$ cat src/rtl/rvmyth_dac_sample_pacer.sv
// Paced FIFO between the RVMYTH 10-bit output and the avsddac input: bursty writes in, one code per period out.
// Optional DAC_PACER_STATS_EN adds a saturating underflow_cnt output.
module rvmyth_dac_sample_pacer #(
    parameter int DATA_W      = 10,
    parameter int DEPTH       = 8,
    parameter int DIV_W       = 16,
    parameter int DEFAULT_DIV = 4,
    parameter int PRIME_LVL   = 4
) (
    input  logic                     clk,
    input  logic                     reset,
    input  logic [DATA_W-1:0]        in_data,
    input  logic                     in_valid,
    output logic                     in_ready,
    input  logic                     div_load,
    input  logic [DIV_W-1:0]         div_value,
    output logic [DATA_W-1:0]        dac_d,
    output logic                     dac_strobe,
    output logic                     underflow,
`ifdef DAC_PACER_STATS_EN
    output logic [15:0]              underflow_cnt,
`endif
    output logic [$clog2(DEPTH):0]   level
);
    localparam int AW = $clog2(DEPTH);
    localparam int LW = AW + 1;
    localparam logic [DATA_W-1:0] MID = {1'b1, {(DATA_W-1){1'b0}}};

    typedef enum logic [1:0] {IDLE, PRIME, RUN} state_e;

    logic [DATA_W-1:0] mem [DEPTH];
    logic [AW:0]       wr_ptr_q, rd_ptr_q;
    logic [LW-1:0]     lvl;
    logic              push, pop, tick;
    logic [DIV_W-1:0]  div_q, cnt_q, cnt_d, period;
    state_e            state_q, state_d;
    logic [1:0]        uf_run_q, uf_run_d;
    logic [DATA_W-1:0] code_q, code_d;
    logic              strobe_q, strobe_d, uf_q, uf_d;

    assign lvl      = wr_ptr_q - rd_ptr_q;
    assign in_ready = (lvl != LW'(DEPTH));
    assign push     = in_valid && in_ready;
    assign period   = (div_q == '0) ? DIV_W'(1) : div_q;
    assign tick     = (cnt_q == period - DIV_W'(1));

    // A load restarts the period; a coinciding tick has already been acted on this edge.
    assign cnt_d = (div_load || tick) ? '0 : cnt_q + DIV_W'(1);

    always_comb begin
        state_d  = state_q;
        uf_run_d = uf_run_q;
        pop      = 1'b0;
        uf_d     = 1'b0;
        strobe_d = 1'b0;
        code_d   = code_q;
        case (state_q)
            IDLE: begin
                code_d = MID;
                if (push || lvl != '0) state_d = PRIME;
            end
            PRIME: begin
                if (tick && lvl >= LW'(PRIME_LVL)) begin
                    pop      = 1'b1;
                    state_d  = RUN;
                    uf_run_d = '0;
                end
            end
            RUN: begin
                if (tick) begin
                    if (lvl != '0) begin
                        pop      = 1'b1;
                        uf_run_d = '0;
                    end else begin
                        uf_d = 1'b1;
                        if (uf_run_q == 2'd3) begin
                            state_d  = IDLE;
                            uf_run_d = '0;
                        end else begin
                            uf_run_d = uf_run_q + 2'd1;
                        end
                    end
                end
            end
            default: state_d = IDLE;
        endcase
        // Occupancy is sampled before this edge's push, so an empty FIFO never falls through.
        if (pop) begin
            code_d   = mem[rd_ptr_q[AW-1:0]];
            strobe_d = 1'b1;
        end
    end

    always_ff @(posedge clk) begin
        if (push) mem[wr_ptr_q[AW-1:0]] <= in_data;
    end

    always_ff @(posedge clk or negedge reset) begin
        if (!reset) begin
            wr_ptr_q <= '0;
            rd_ptr_q <= '0;
            div_q    <= DIV_W'(DEFAULT_DIV);
            cnt_q    <= '0;
            state_q  <= IDLE;
            uf_run_q <= '0;
            code_q   <= MID;
            strobe_q <= 1'b0;
            uf_q     <= 1'b0;
        end else begin
            if (push) wr_ptr_q <= wr_ptr_q + (AW+1)'(1);
            if (pop)  rd_ptr_q <= rd_ptr_q + (AW+1)'(1);
            if (div_load) div_q <= div_value;
            cnt_q    <= cnt_d;
            state_q  <= state_d;
            uf_run_q <= uf_run_d;
            code_q   <= code_d;
            strobe_q <= strobe_d;
            uf_q     <= uf_d;
        end
    end

`ifdef DAC_PACER_STATS_EN
    logic [15:0] ucnt_q;
    always_ff @(posedge clk or negedge reset) begin
        if (!reset)                         ucnt_q <= '0;
        else if (uf_d && ucnt_q != 16'hFFFF) ucnt_q <= ucnt_q + 16'd1;
    end
    assign underflow_cnt = ucnt_q;
`endif

    assign dac_d      = code_q;
    assign dac_strobe = strobe_q;
    assign underflow  = uf_q;
    assign level      = lvl;
endmodule
$ cat config.mk
export PLATFORM = sky130hd
export DESIGN_NAME = rvmyth_dac_sample_pacer
export DESIGN_NICKNAME = d
export VERILOG_FILES = /design/src/rtl/rvmyth_dac_sample_pacer.sv
export SDC_FILE = /design/constraint.sdc
export NUM_CORES = 1
export LEC_CHECK = 0
export ABC_AREA = 0
export CAP_MARGIN = 25
export CELL_PAD_IN_SITES_DETAIL_PLACEMENT = 0
export CELL_PAD_IN_SITES_GLOBAL_PLACEMENT = 1
export CORE_ASPECT_RATIO = 0.5
export CORE_MARGIN = 4
export CORE_UTILIZATION = 52
export DETAILED_ROUTE_END_ITERATION = 6
export HOLD_SLACK_MARGIN = 0.05
export PLACE_DENSITY = 0.86
export SLEW_MARGIN = 30
export SYNTH_ARGS = -nofsm -noshare
export SYNTH_HDL_FRONTEND = slang
export SYNTH_SLANG_ARGS = --single-unit
$ cat constraint.sdc
create_clock -name clk -period 6.5 [get_ports clk]
set_input_delay 0.975 -clock clk [delete_from_list [all_inputs] [get_ports clk]]
set_output_delay 0.975 -clock clk [all_outputs]
set_load 0.01 [all_outputs]
==> flow_summary.toml <==
[setup_path]
crit_path_start_kind = "flip-flop"
timing.reg2reg.setup_slack_ps = 2660
r2r_cells = 14
arrival_ps = 4140
critPathSlowestCell = "nor4_1"
crit_path_max_incr_delay_ps = 540
endpoint_kind = "flip-flop"
rr_startpoint = "div_q[0]"
path_class = "reg2reg"
worstPathCellList = "nor4_4 > nand3_1 > nor3_1 > nor2_1 > ha_1 > nor3b_2 > and4_1 > o21ai_0 > a31oi_1 > o21a_1 > nor4_1 > and2_1 > o211ai_1 > mux2_1"
reg2reg_to = "state_q[0]"
cp_max_fo = 7
crit_required_ps = 6800

[global_routing]
grt_usage = 0.1951
overflow = 0
grt_max_degree = 57
grt_pass1_vias = 3939
antenna_found_initial = 0
grt_pass1_wl_um = 20990

[clock_tree]
cts-root-buf = "clkbuf_16"
cts-resized-gates = 0
cts_setup_buffers = 0
cts.clk_slew.worst_paths_ps = 70
ctsLongestPathBuffers = 2
clkLatencyLatePin_ps = 420
cts_sinks = 136
cts_tree = "built"
htree_levels = 4
hold_buffers = 0
numCtsBuffers = 17

[synth]
synth_top_flop_cell = "edfxtp_1"
yosys_warnings = 0
netlist_instances = 455
yosysMostFrequentCell = "edfxtp_1"
yosysTopAreaCell = "edfxtp_1"
synth.top_cell.area_share = 0.3840
yosysSeqAreaShare = 0.6084
async_flop_share = 0.4118
yosys-top-cells-area = "edfxtp_1 38%, dfrtp_1 22%, mux4_2 7.2%, xor2_1 2.8%, mux2_2 2.5%"
synth_cell_types = 55
synth_area_um2 = 6256
synthTopCellsByCount = "80 x edfxtp_1, 54 x dfrtp_1, 35 x nor2_1"
ys_ff_latch = 136
syn-num-nets = 497
postSynthAreaPerCell_um2 = 13.75
synth-edff-count = 80

[power]
powerDensity_nw_per_um2 = 318.1
peakVddDrop_mv = 0.1544
finalPower_uw = 2387
p_leak_uw = 0.002880

[floorplan]
dieArea_um2 = 13960
die_x_um = 163.1
core-area_um2 = 11350
io_pins = 47
dieHeight_um = 85.56
floorplan.initialDensity = 0.5511
std_cell_rows = 27

[sta]
period_share = 0.5902
skew_ps = 10.24
timing.fmax_mhz = 260.7
hold_viol = 0
setup_viol = 0
max-slew-margin-rel = 0.4220
layout_min_cycle_time_ps = 3836
rsz0062_at_grt = "false"
setup-tns-final_ps = 0
worstMarginPinSlew_ps = 864.3
final_max_slew_viol_count = 0

[cells_and_area]
num_antenna_cells = 0
drive_above_1_share = 0.1759
synthToLayoutAreaGrowth_pct = 19.98
fin_nets = 552

[outcome]
status = "finished clean"

[drt]
drc_errors = 0
drtIter0Drc = 230
firstDrtPassIters = 4
routed_wl_um = 12530
ant_nets = 0
vias_per_cell = 5.581
via_count = 3806
wl_per_cell_um = 18.37

[place]
numPortBuffers = 46
dp.final_hpwl_um = 7808
place_congestion = 0.8001

[run]
drv_cap = 0

[hold_path]
min_path_type = "reg2reg"
hold_path_end = "wr_ptr_q[3]"
hp-start = "wr_ptr_q[3]"
min_path_cells = 1
-- registers in the layout, indices dropped and copies added (netlist names) --
signal	flops
underflow	1
uf_run_q	2
cnt_q	16
div_q	16
dac_d	10
rd_ptr_q	4
wr_ptr_q	4
dac_strobe	1
mem	80
state_q	2
-- kinds of logic after synthesis --
group	synth area share
compound gates	0.04440
buf+inv	0.02400
fa+ha+maj	0.02520
flops	0.6084
mux	0.1198
xor+xnor	0.05440
simple gates	0.1238
-- layout by cell type, fill, tap and decap left out, types with 2 or more instances in the layout --
cell type        instances
nor2_2                   2
and3_1                   7
inv_6                    3
xor2_1                  20
mux2i_1                 13
a21oi_1                  8
mux2_2                  14
nand2b_1                 2
clkdlybuf4s50_1         45
nor4b_1                  2
dfrtp_1                 54
o211ai_1                 2
edfxtp_1                80
nand2_1                 19
nor4_1                   2
o21ai_0                 24
nor3_1                  10
buf_4                    9
xnor2_1                 17
clkinv_8                 5
ha_1                    11
nor2_1                  33
dfstp_2                  2
nand3_1                 17
nor3b_1                  4
a211oi_1                 2
inv_1                   18
clkbuf_16               17
nand4_1                 10
inv_8                    5
and2_1                   5
nand3b_1                10
o21a_1                   2
a31oi_1                  3
mux4_2                  20
-- layout make-up --
| type | count | area, um2 |
|---|---|---|
| fillers | 836 | 3845 |
| flip-flops and latches | 136 | 3806 |
| multi-input cells | 282 | 2305 |
| repair buffers | 55 | 523.0 |
| clock buffers | 17 | 425.4 |
| well taps | 159 | 198.9 |
| clock inverters | 15 | 180.2 |
| inverters | 18 | 67.56 |
-- how the worst max path moves through the flow --
stage	from	to	cells past startpoint	slack [ps]
floorplan	rd_ptr_q[1]	mem[6][0]	12	2990
global placement	div_q[0]	state_q[0]	14	2710
detailed placement	div_q[0]	state_q[0]	14	2620
CTS	div_q[0]	state_q[0]	14	2620
global route	div_q[0]	state_q[0]	14	2190
finish	div_q[0]	state_q[0]	14	2660
-- per-stage QoR --
| step | hold slack (ps) | setup WS, ps | cell area [um2] | instances | util |
|---|---|---|---|---|---|
| after global routing | 542.7 | 2189 | 7506 | 682 | 0.6613 |
| after global placement | 491.8 | 2713 | 6895 | 650 | 0.6075 |
| final | 508.9 | 2664 | 7506 | 682 | 0.6613 |
| after detailed placement | 494.9 | 2616 | 6900 | 650 | 0.6079 |
| after floorplan | 460.4 | 2987 | 6256 | 455 | - |
| after CTS | 506.3 | 2618 | 7506 | 682 | 0.6613 |
-- per-layer routing --
| layer | global-route usage | part of all wire | vias to the layer above |
|---|---|---|---|
| met4 | 0.05479 | 0.0086 | 0 |
| met1 | 0.2543 | 0.45 | 1903 |
| met2 | 0.3274 | 0.49 | 91 |
| met5 | 0 | 0 | - |
| li1 | - | - | 1799 |
| met3 | 0.05281 | 0.048 | 13 |
-- power by group --
group / total (uW) / internal, uW / switching (uW)
Combinational: 346 / 154 / 192
Clock: 961 / 521 / 440
Sequential: 1080 / 1020 / 59.7
Total: 2390 / 1700 / 692
-- worst max-delay path: cells and delay by family, from the launching register on --
| family | cells | cell delay (ps) |
|---|---|---|
| simple gates | 8 | 2210 |
| flops | 1 | 460 |
| fa+ha+maj | 1 | 240 |
| mux | 1 | 320 |
| compound gates | 4 | 500 |
(Power assumes the default switching activity.)
